===== src/rtl/pcx_pkg.sv =====
// pcx_pkg
// Shared definitions for the PC / exception sequencer and its neighbours.
//   - pcx_state_e : sequencer state encoding (IDLE/REQ/WAIT/LOAD, 2 bits)
//   - CAUSE_*     : exception cause codes, as seen on exc_cause
//   - VEC_*       : default handler-byte addresses, shared with the memory
//                   init image and the control unit
//   - pcx_vector  : maps a cause code onto its handler-byte address
package pcx_pkg;

    typedef enum logic [1:0] {
        ST_IDLE = 2'd0,
        ST_REQ  = 2'd1,
        ST_WAIT = 2'd2,
        ST_LOAD = 2'd3
    } pcx_state_e;

    localparam logic [1:0] CAUSE_NONE     = 2'b00;
    localparam logic [1:0] CAUSE_OPCODE   = 2'b01;
    localparam logic [1:0] CAUSE_OVERFLOW = 2'b10;
    localparam logic [1:0] CAUSE_DIV0     = 2'b11;

    localparam logic [31:0] DEF_EPC_OFFSET   = 32'd4;
    localparam logic [31:0] VEC_OPCODE_ADDR   = 32'd253;
    localparam logic [31:0] VEC_OVERFLOW_ADDR = 32'd254;
    localparam logic [31:0] VEC_DIV0_ADDR     = 32'd255;

    // CAUSE_NONE never reaches the vector fetch; it falls through to the
    // div0 slot only so the mux is fully specified.
    function automatic logic [31:0] pcx_vector(
        input logic [1:0]  cause,
        input logic [31:0] vec_opcode,
        input logic [31:0] vec_overflow,
        input logic [31:0] vec_div0
    );
        case (cause)
            CAUSE_OPCODE:   pcx_vector = vec_opcode;
            CAUSE_OVERFLOW: pcx_vector = vec_overflow;
            default:        pcx_vector = vec_div0;
        endcase
    endfunction

endpackage


===== src/rtl/pcx_cause_enc.sv =====
// pcx_cause_enc
// Combinational priority encoder from the three exception lines to a 2-bit
// cause code. Priority: opcode > overflow > div0.
// Ports:
//   exc_opcode   in   1  invalid-opcode exception
//   exc_overflow in   1  ALU overflow exception
//   exc_div0     in   1  divide-by-zero exception
//   cause        out  2  00 none, 01 opcode, 10 overflow, 11 div0
import pcx_pkg::*;

module pcx_cause_enc (
    input  logic       exc_opcode,
    input  logic       exc_overflow,
    input  logic       exc_div0,
    output logic [1:0] cause
);

    always_comb begin
        cause = CAUSE_NONE;
        if (exc_opcode) begin
            cause = CAUSE_OPCODE;
        end else if (exc_overflow) begin
            cause = CAUSE_OVERFLOW;
        end else if (exc_div0) begin
            cause = CAUSE_DIV0;
        end
    end

endmodule


===== src/rtl/pc_exception_unit.sv =====
// pc_exception_unit
// Program-counter register plus exception sequencer. In IDLE the PC follows
// the PC source mux under pc_write / (pc_write_cond & branch_ok). An
// exception saves EPC = pc_out - EPC_OFFSET, then the unit reads the handler
// byte for that cause from memory and loads it (zero-extended) into the PC.
// Optional feature macro PCX_TIMEOUT_EN: bounds the wait for vec_ack to
// ACK_TIMEOUT cycles, after which PC takes DEFAULT_VECTOR and exc_timeout
// pulses. Without it the unit waits for the ack indefinitely.
// Ports:
//   clk, reset_n            clock (rising edge), async active-low reset
//   pc_in          in  32   PC source mux output
//   pc_write       in  1    unconditional PC load
//   pc_write_cond  in  1    branch PC load, gated by branch_ok
//   branch_ok      in  1    resolved branch condition
//   exc_opcode/overflow/div0 in 1 exception lines, sampled in IDLE only
//   vec_ack        in  1    memory returned vec_data
//   vec_data       in  8    handler byte
//   vec_req        out 1    vector read request, held until ack
//   vec_addr       out 32   vector byte address, stable while vec_req
//   pc_out         out 32   current PC
//   epc_out        out 32   saved exception PC
//   exc_cause      out 2    cause of the exception being serviced
//   exc_busy       out 1    sequencer not in IDLE; control unit stalls
//   exc_timeout    out 1    one-cycle timeout pulse (0 without the macro)
import pcx_pkg::*;

module pc_exception_unit #(
    parameter logic [31:0] EPC_OFFSET     = DEF_EPC_OFFSET,
    parameter logic [31:0] VEC_OPCODE     = VEC_OPCODE_ADDR,
    parameter logic [31:0] VEC_OVERFLOW   = VEC_OVERFLOW_ADDR,
    parameter logic [31:0] VEC_DIV0       = VEC_DIV0_ADDR,
    parameter int          ACK_TIMEOUT    = 8,
    parameter logic [31:0] DEFAULT_VECTOR = 32'd0
) (
    input  logic        clk,
    input  logic        reset_n,
    input  logic [31:0] pc_in,
    input  logic        pc_write,
    input  logic        pc_write_cond,
    input  logic        branch_ok,
    input  logic        exc_opcode,
    input  logic        exc_overflow,
    input  logic        exc_div0,
    input  logic        vec_ack,
    input  logic [7:0]  vec_data,
    output logic        vec_req,
    output logic [31:0] vec_addr,
    output logic [31:0] pc_out,
    output logic [31:0] epc_out,
    output logic [1:0]  exc_cause,
    output logic        exc_busy,
    output logic        exc_timeout
);

    pcx_state_e  state_q, state_d;
    logic [31:0] pc_q, pc_d;
    logic [31:0] epc_q, epc_d;
    logic [31:0] vec_addr_q, vec_addr_d;
    logic [1:0]  cause_q, cause_d;
    logic        vec_req_q, vec_req_d;
    logic [7:0]  vec_data_q, vec_data_d;
    logic [1:0]  enc_cause;

`ifdef PCX_TIMEOUT_EN
    localparam int CNT_W = (ACK_TIMEOUT > 1) ? $clog2(ACK_TIMEOUT) : 1;
    localparam logic [CNT_W-1:0] CNT_LAST = CNT_W'(ACK_TIMEOUT - 1);

    logic [CNT_W-1:0] cnt_q, cnt_d;
    logic             timeout_q, timeout_d;
`else
    logic unused_cfg;
    assign unused_cfg = ^{DEFAULT_VECTOR, 32'(ACK_TIMEOUT)};
`endif

    pcx_cause_enc u_cause_enc (
        .exc_opcode   (exc_opcode),
        .exc_overflow (exc_overflow),
        .exc_div0     (exc_div0),
        .cause        (enc_cause)
    );

    // Next-state logic. Exceptions are only looked at in IDLE, which is
    // what masks exc_* and pc_write* while the sequencer is busy.
    always_comb begin
        state_d    = state_q;
        pc_d       = pc_q;
        epc_d      = epc_q;
        vec_addr_d = vec_addr_q;
        cause_d    = cause_q;
        vec_req_d  = vec_req_q;
        vec_data_d = vec_data_q;
`ifdef PCX_TIMEOUT_EN
        cnt_d      = cnt_q;
        timeout_d  = 1'b0;
`endif
        case (state_q)
            ST_IDLE: begin
                // An exception takes precedence over a same-cycle PC load.
                if (enc_cause != CAUSE_NONE) begin
                    epc_d   = pc_q - EPC_OFFSET;
                    cause_d = enc_cause;
                    state_d = ST_REQ;
                end else if (pc_write | (pc_write_cond & branch_ok)) begin
                    pc_d = pc_in;
                end
            end
            ST_REQ: begin
                vec_addr_d = pcx_vector(cause_q, VEC_OPCODE, VEC_OVERFLOW, VEC_DIV0);
                vec_req_d  = 1'b1;
                state_d    = ST_WAIT;
`ifdef PCX_TIMEOUT_EN
                cnt_d      = '0;
`endif
            end
            ST_WAIT: begin
                if (vec_ack) begin
                    vec_data_d = vec_data;
                    vec_req_d  = 1'b0;
                    state_d    = ST_LOAD;
`ifdef PCX_TIMEOUT_EN
                end else if (cnt_q == CNT_LAST) begin
                    vec_req_d = 1'b0;
                    pc_d      = DEFAULT_VECTOR;
                    cause_d   = CAUSE_NONE;
                    timeout_d = 1'b1;
                    state_d   = ST_IDLE;
                end else begin
                    cnt_d = cnt_q + 1'b1;
`endif
                end
            end
            ST_LOAD: begin
                pc_d    = {24'b0, vec_data_q};
                cause_d = CAUSE_NONE;
                state_d = ST_IDLE;
            end
            default: begin
                state_d = ST_IDLE;
            end
        endcase
    end

    // State and datapath registers; reset abandons any outstanding request,
    // so a late vec_ack lands in IDLE and is ignored.
    always_ff @(posedge clk or negedge reset_n) begin
        if (!reset_n) begin
            state_q    <= ST_IDLE;
            pc_q       <= '0;
            epc_q      <= '0;
            vec_addr_q <= '0;
            cause_q    <= CAUSE_NONE;
            vec_req_q  <= 1'b0;
            vec_data_q <= '0;
        end else begin
            state_q    <= state_d;
            pc_q       <= pc_d;
            epc_q      <= epc_d;
            vec_addr_q <= vec_addr_d;
            cause_q    <= cause_d;
            vec_req_q  <= vec_req_d;
            vec_data_q <= vec_data_d;
        end
    end

`ifdef PCX_TIMEOUT_EN
    // Ack-wait counter and the registered timeout pulse.
    always_ff @(posedge clk or negedge reset_n) begin
        if (!reset_n) begin
            cnt_q     <= '0;
            timeout_q <= 1'b0;
        end else begin
            cnt_q     <= cnt_d;
            timeout_q <= timeout_d;
        end
    end

    assign exc_timeout = timeout_q;
`else
    assign exc_timeout = 1'b0;
`endif

    assign vec_req   = vec_req_q;
    assign vec_addr  = vec_addr_q;
    assign pc_out    = pc_q;
    assign epc_out   = epc_q;
    assign exc_cause = cause_q;
    assign exc_busy  = (state_q != ST_IDLE);

endmodule


===== config.mk =====
export PLATFORM = sky130hd
export DESIGN_NAME = pc_exception_unit
export DESIGN_NICKNAME = d
export VERILOG_FILES = /design/src/rtl/pcx_pkg.sv /design/src/rtl/pcx_cause_enc.sv /design/src/rtl/pc_exception_unit.sv
export SDC_FILE = /design/constraint.sdc
export NUM_CORES = 1
export LEC_CHECK = 0
export CORE_MARGIN = 2
export CORE_UTILIZATION = 45
export DETAILED_ROUTE_END_ITERATION = 10
export GPL_TIMING_DRIVEN = 0
export MAX_ROUTING_LAYER = met4
export PLACE_DENSITY = 0.87
export SLEW_MARGIN = 20
export SYNTH_ARGS = -nofsm -noshare
export SYNTH_HDL_FRONTEND = slang
export SYNTH_SLANG_ARGS = --single-unit

===== constraint.sdc =====
create_clock -name clk -period 2.85 [get_ports clk]
set_clock_uncertainty 0.1 [all_clocks]
set_input_delay 0.4275 -clock clk [delete_from_list [all_inputs] [get_ports clk]]
set_output_delay 0.4275 -clock clk [all_outputs]
set_load 0.01 [all_outputs]

==> impl_metrics.csv, run 1 <==
group,metric,value,unit
global_routing,grt_max_degree,57,
global_routing,globalRoute.totalOverflow,0,
die,core,0.00911,sq mm
detailed_routing,routed_wl,10900,um
detailed_routing,routedWlPerCell,16.2,um
yosys,syn_area,0.00415,sq mm
timing,maxSlewHeadroom,54.3,%
clock_network,post_cts_buffers,0,
placed_design,pre_cts_slack,0.0129,ns
worst_setup_path,cp_num_buf_inv,2,
clock_network,clk_path_buf_depth,2,
die,die_y,100,um
outcome,outcome,"finished, final reports clean",
die,die_w,100,um
timing,period_needed,2.63,ns
yosys,yosys_register_bits,80,
yosys,synthSimpleGateAreaFrac,16.8,%
timing,holdWs,0.388,ns
worst_setup_path,critPathKind,"reg -> reg",
yosys,postSynthAreaPerCell,10.5,sq um
power,leakagePower,2.48,nW
worst_setup_path,critPathMaxStageDelay,0.46,ns
die,io_pins,150,
worst_setup_path,cp_slowest_cell,"dfrtp_1",
timing,hold_viol,0,
placed_design,gp_routability_congestion,0.846,
clock_network,cts_tree,"built",
yosys,synth_compound_area_share,10.2,%
worst_setup_path,critPathTopFamily,"simple AND/OR/NAND/NOR gates",
layout,syn_to_final_growth,42.6,%
yosys,synth_fa_ha_area_share,1.81,%
worst_setup_path,timing.critical_path.from_type,"flop",
power,vdd_drop_max,0.530,mV
worst_setup_path,cp-end-kind,"flop",
min_path,min_path_cells,2,
min_path,holdCritPathClass,"reg -> reg",
clock_network,clock-sinks,80,
layout,insertedDiodeCount,0,
yosys,synthXorXnorAreaFrac,1.69,%
yosys,syn_inst,395,
clock_network,clkSlewWorstSetupHoldPaths,0.09,ns
worst_setup_path,r2r_cells,7,
worst_setup_path,crit_chain,"inv_1, ha_1, or4b_1, buf_2, or4_1, o31a_1, o31a_1",
die,rows,35,
layout,mostFrequentLayoutCells,"123 x clkdlybuf4s50_1, 80 x dfrtp_1, 42 x mux2_2, 31 x buf_4, 29 x nor2_1",
worst_setup_path,crit_path_frequent_cell,"o31a_1",
die,die-area,0.0100,sq mm
job,maxCapViolCount,0,
worst_setup_path,r2r_slack,0.22,ns
yosys,synth-main-ff-cell,"dfrtp_1",
global_routing,grt_pass1_wl,17600,um
detailed_routing,drc_errors,0,
detailed_routing,final_antenna_net_count,0,
yosys,yosysWarnings,0,
worst_setup_path,r2r_start,"pc_out[2]",
clock_network,cts_buffers,9,
yosys,synth_top_family_by_area,"simple AND/OR/NAND/NOR gates",
timing,max_freq,0.380,GHz
timing,period_share,92.3,%
timing,final_max_slew_viol_count,0,
placed_design,dp_hpwl,8180,um
detailed_routing,drtIter0Drc,135,
clock_network,clkLatencyLatePin,0.36,ns
worst_setup_path,regToRegEndpoint,"epc_out[26]",
global_routing,grt_pass1_vias,3524,
yosys,synth_edf_count,0,
detailed_routing,viasPerCell,5.25,
min_path,min-delay-start,"epc_out[0]",
detailed_routing,vias,3526,
min_path,hold_path_end,"epc_out[0]",
clock_network,htreeDepth,3,
layout,drive_above_1_share,17.8,%
timing,setup_viol,0,
power,p_per_area,1150,mW/mm^2
placed_design,io_buffers,124,
yosys,ys_types,42,
yosys,synthMuxAreaShare,13.1,%
worst_setup_path,path_max_fanout,8,
global_routing,antenna_found_initial,0,
global_routing,track_usage,23.1,%
worst_setup_path,worstPathArrival,2.78,ns
layout,nets,611,
detailed_routing,first_pass_iters,4,
timing,fin_ws,0.220,ns
clock_network,root_buffer,"clkbuf_8",
worst_setup_path,required,3.00,ns
die,start_util,45.6,%
yosys,yosysSeqAreaShare,48.2,%
layout,mostFrequentLayoutCell,"clkdlybuf4s50_1",
yosys,synthArstFlopShare,100,%
timing,rsz0062_at_grt,"false",
timing,worst_pin_slew,0.686,ns
per-layer routing:
metal  part of all wire (%)  track usage (%)  vias up
li1                       -                -     1674
met1                     42             28.0     1703
met2                     50             37.9      133
met3                    6.5             6.48       16
met4                    1.4             6.74        0
met5                      0                -        -
tightest hold or removal path, stage by stage (launching register included):
cell and delay (ns):
dfrtp_1 0.35, nand2_1 0.05, nand2_1 0.06
power breakdown:
group	internal [mW]	switching, mW	leakage, nW	total [mW]
Combinational	1.89	1.62	1.41	3.51
Sequential	1.71	0.560	0.951	2.27
Clock	0.607	0.429	0.124	1.04
cell type report:
class,instances,area (sq um)
multi-input combinational,281,1920
tap,111,139
clock buffer,11,141
fill,735,3190
clock inverter,5,104
timing repair buffer,126,1280
sequential,80,2000
buffer,47,298
inverter,11,41.3
cells in the mapped netlist (2+ instances only):
cell | count | area [sq um]
or2_2 | 5 | 31.3
nor3_1 | 4 | 20.0
nand3_1 | 5 | 25.0
nand2b_1 | 4 | 25.0
buf_4 | 30 | 225
or3_1 | 5 | 31.3
nor2b_1 | 24 | 150
clkbuf_1 | 14 | 52.6
ha_1 | 6 | 75.1
nor2_1 | 29 | 109
mux2_2 | 42 | 473
o31ai_1 | 12 | 90.1
a21oi_1 | 4 | 20.0
nor4_1 | 5 | 31.3
o41ai_1 | 2 | 17.5
inv_1 | 11 | 41.3
o21ai_0 | 18 | 90.1
nand2_1 | 23 | 86.3
or4b_1 | 2 | 20.0
or4_1 | 14 | 105
xor2_1 | 4 | 35.0
o31a_1 | 3 | 26.3
xnor2_1 | 4 | 35.0
a31oi_1 | 19 | 119
nand4_1 | 4 | 25.0
mux2i_1 | 7 | 70.1
dfrtp_1 | 80 | 2000
state kept, by name, indices dropped and copies added, names as in the netlist:
signal      count
vec_data_q      8
vec_req         1
exc_cause       2
vec_addr        3
epc_out        32
pc_out         32
state_q         2
metrics by stage:
stage               util, %  area, sq um  cells  TNS, ns  power (mW)
floorplan                 -         4240    419        0        4.14
global placement       61.7         5620    654  -119.89        5.63
finish                 65.0         5920    672        0        6.82
global route           65.0         5920    672        0        7.30
detailed placement     62.0         5650    655        0        5.80
CTS                    64.8         5900    672        0        6.84
cells by family (layout without fill, tap and decap cells):
logic type / Yosys count / in the layout
adder cells (fa/ha/maj): 6 / 6
multiplexers: 49 / 49
AND/OR/NAND/NOR: 128 / 128
AO/OA/AOI/OAI: 65 / 65
XOR/XNOR: 8 / 8
buffers and inverters: 58 / 200
other: 1 / 25
flip-flops: 80 / 80
worst max path at each step:
stage	from	to	slack, ns	cells past startpoint
floorplan	pc_out[2]	epc_out[26]	0.43	7
detailed placement	exc_div0	epc_out[14]	0.01	4
global route	pc_out[11]	epc_out[21]	0.10	6
finish	pc_out[2]	epc_out[26]	0.22	7
global placement	reset_n	vec_data_q[1]	-1.50	1
CTS	pc_out[2]	epc_out[28]	0.02	6
what timing repair did:
| item | CTS | global route |
|---|---|---|
| endpoints found under the hold margin | 24 | 0 |
| resized for setup | 0 | 2 |
| endpoints found under the setup margin | 0 | 6 |
| hold buffers | 1 | 0 |
No activity file was read; power rests on OpenSTA's default activity.
==> run 2: changes to the inputs <==
--- a/config.mk
+++ b/config.mk
@@ -5,8 +5,10 @@
 export SDC_FILE = /design/constraint.sdc
 export NUM_CORES = 1
 export LEC_CHECK = 0
+export CAP_MARGIN = 20
 export CORE_MARGIN = 2
 export CORE_UTILIZATION = 45
+export CTS_CLUSTER_DIAMETER = 120
 export DETAILED_ROUTE_END_ITERATION = 10
 export GPL_TIMING_DRIVEN = 0
 export MAX_ROUTING_LAYER = met4
==> constraint.sdc (replaced) <==
create_clock -name clk -period 2.85 [get_ports clk]
set_clock_uncertainty 0.1 [all_clocks]
set_input_delay 0.4275 -clock clk [delete_from_list [all_inputs] [get_ports clk]]
set_output_delay 0.4275 -clock clk [all_outputs]
set_load 0.05 [all_outputs]
==> results of run 2 <==
Same layout as run 1 (identical final DEF). Status: finished, final reports clean.
Main changes from that run: total power 6.82 mW -> 8.36 mW; worst IR drop on VDD 0.530 mV -> 0.731 mV
==> run 3: changes to the inputs <==
--- a/config.mk
+++ b/config.mk
@@ -7,12 +7,12 @@
 export LEC_CHECK = 0
 export CAP_MARGIN = 20
 export CORE_MARGIN = 2
-export CORE_UTILIZATION = 45
+export CORE_UTILIZATION = 41
 export CTS_CLUSTER_DIAMETER = 120
 export DETAILED_ROUTE_END_ITERATION = 10
 export GPL_TIMING_DRIVEN = 0
 export MAX_ROUTING_LAYER = met4
-export PLACE_DENSITY = 0.87
+export PLACE_DENSITY = 0.83
 export SLEW_MARGIN = 20
 export SYNTH_ARGS = -nofsm -noshare
 export SYNTH_HDL_FRONTEND = slang
==> constraint.sdc (replaced) <==
create_clock -name clk -period 2.17 [get_ports clk]
set_clock_uncertainty 0.1 [all_clocks]
set_input_delay 0.3255 -clock clk [delete_from_list [all_inputs] [get_ports clk]]
set_output_delay 0.3255 -clock clk [all_outputs]
set_load 0.05 [all_outputs]
==> run 3 against run 2 <==
Against the previous run: the flow now finishes with violations (negative setup slack); sequential power increased by 35%; wire length rose by 4.9%; fmax increased by 18%; power up 37%; clock power up 26%; hold slack worse by 0.034 ns; worst setup slack got worse by 0.29 ns; sequential cell count is the same; utilization down 1.2 points; cell count is 5.7% higher; non-clock buffer count rose by 16; global-route usage is 2.3 points lower; largest cell class is now multi-input combinational cells; highest routed layer unchanged.
==> impl_metrics.csv, run 3 (same netlist as run 1, synthesis figures left out) <==
group,metric,value,unit
outcome,outcome,"finished with violations",
outcome,violations,"negative setup slack",
timing,holdWs,0.354,ns
timing,period_share,103,%
power,leakagePower,2.69,nW
worst_setup_path,r2r_start,"pc_out[3]",
layout,nets,627,
layout,drive_above_1_share,27.2,%
clock_network,htreeDepth,3,
worst_setup_path,r2r_slack,-0.07,ns
placed_design,gp_routability_congestion,0.781,
worst_setup_path,crit_start,"pc_out[3]",
clock_network,clkLatencyLatePin,0.35,ns
power,power.internal,5.79,mW
layout,syn_to_final_growth,50.9,%
worst_setup_path,cp_slowest_cell,"or4b_4",
detailed_routing,final_antenna_net_count,0,
detailed_routing,drc_errors,0,
worst_setup_path,cp-end-kind,"flop",
worst_setup_path,critPathKind,"reg -> reg",
clock_network,cts_buffers,9,
detailed_routing,vias,3663,
power,swShare,49.3,%
placed_design,dp_hpwl,8320,um
detailed_routing,routed_wl,11400,um
timing,final_max_slew_viol_count,0,
layout,insertedDiodeCount,0,
global_routing,globalRoute.totalOverflow,0,
global_routing,grt_max_degree,52,
power,total_power,11.4,mW
global_routing,track_usage,20.8,%
timing,maxSlewHeadroom,57.4,%
power,p_per_area,1820,mW/mm^2
job,maxCapViolCount,0,
layout,mostFrequentLayoutCell,"clkdlybuf4s50_1",
global_routing,grt_pass1_wl,17700,um
timing,hold_viol,0,
clock_network,clk_path_buf_depth,2,
worst_setup_path,timing.critical_path.from_type,"flop",
global_routing,grt_pass1_vias,3487,
worst_setup_path,path_max_fanout,4,
worst_setup_path,critPathMaxStageDelay,0.47,ns
die,die-area,0.0109,sq mm
layout,mostFrequentLayoutCells,"106 x clkdlybuf4s50_1, 71 x dfrtp_1, 49 x buf_4, 42 x mux2_2, 28 x nor2_1",
clock_network,clkSlewWorstSetupHoldPaths,0.09,ns
detailed_routing,first_pass_iters,4,
timing,period_needed,2.24,ns
timing,max_freq,0.447,GHz
timing,setup_viol,3,
layout,fin_cells,710,
power,seqPwrFrac,26.8,%
min_path,holdCritPathClass,"in -> async",
die,core,0.00982,sq mm
placed_design,dp_cells,677,
timing,rsz0062_at_grt,"true",
power,pwr-share-clk,11.4,%
placed_design,io_buffers,124,
die,start_util,42.3,%
detailed_routing,drtIter0Drc,140,
placed_design,pre_cts_slack,-0.516,ns
clock_network,root_buffer,"clkbuf_8",
power,combPwrFrac,61.8,%
worst_setup_path,required,2.31,ns
worst_setup_path,critPathTopFamily,"simple AND/OR/NAND/NOR gates",
die,die_y,105,um
worst_setup_path,cp_num_buf_inv,1,
timing,worst_pin_slew,0.635,ns
power,p_sw,5.64,mW
clock_network,clock-sinks,80,
timing,fin_ws,-0.0676,ns
worst_setup_path,worstPathArrival,2.38,ns
power,vdd_drop_max,0.885,mV
detailed_routing,routedWlPerCell,16.1,um
die,io_pins,150,
worst_setup_path,crit_path_frequent_cell,"o31a_1",
worst_setup_path,crit_chain,"inv_2, ha_4, or4b_4, or4_4, o31a_1, o31a_1",
clock_network,cts_tree,"built",
detailed_routing,viasPerCell,5.16,
global_routing,antenna_found_initial,0,
die,rows,36,
die,die_w,105,um
-- run 3: cell types whose count changed in the layout (fill, tap and decap cells not counted), sizes merged, moves of 2 or more --
cell / delta
clkinvlp: +2
buf: +20
clkdlybuf4s50: -17
dlymetal6s2s: +12
clkinv: -2
clkbuf: -3
dlygate4sd2: +3
-- run 3: final timing paths --
check,to,cells past startpoint
worst max register to register,epc_out[26],6
worst max-delay path,epc_out[26],6
min in group clk,epc_out[0],2
worst min-delay path,pc_out[17],2
max in group asynchronous,pc_out[4],3
worst min register to register,epc_out[0],2
-- run 3: timing repair --
action / 4_1_cts / 5_1_grt
buffers inserted: 9 / 7
endpoints found under the hold margin: 29 / 0
cloned: 0 / 1
resized for setup: 22 / 42
pin swaps: 5 / 16
setup endpoints to repair: 39 / 49
hold buffers: 1 / 0
-- run 3: metal layers --
layer	global-route usage [%]	part of all wire, %	wire length, um	vias to the layer above
met1	24.5	40	4630	1802
li1	-	-	-	1718
met2	36.2	52	5910	129
met4	5.81	1.3	148	0
met5	-	0	0	-
met3	4.18	6.5	740	14
-- run 3: layout make-up --
class	instances	area [sq um]
Inverter	11	41.3
Tap cell	133	166
Buffer	46	319
Fill cell	817	3560
Timing Repair Buffer	143	1430
Multi-Input combinational cell	281	2060
Sequential cell	80	2010
Clock inverter	5	105
Clock buffer	11	131
-- run 3: power by group through the flow --
stage	combinational [mW]	clock [mW]	sequential [mW]
after floorplan	2.50	0	5.03
after global placement	6.58	0	2.98
after detailed placement	6.73	0	3.03
after CTS	6.91	1.32	3.00
after global routing	7.45	1.40	3.16
final	7.06	1.31	3.06
-- run 3: through the flow --
stage          instance area (sq um)  setup TNS (ns)  utilization, %
2_1_floorplan                   4300          -0.850               -
3_3_place_gp                    5710         -181.08            58.1
3_5_place_dp                    5730          -12.05            58.4
4_1_cts                         6090          -0.199            62.0
5_1_grt                         6260          -0.529            63.8
6_report                        6260          -0.109            63.8
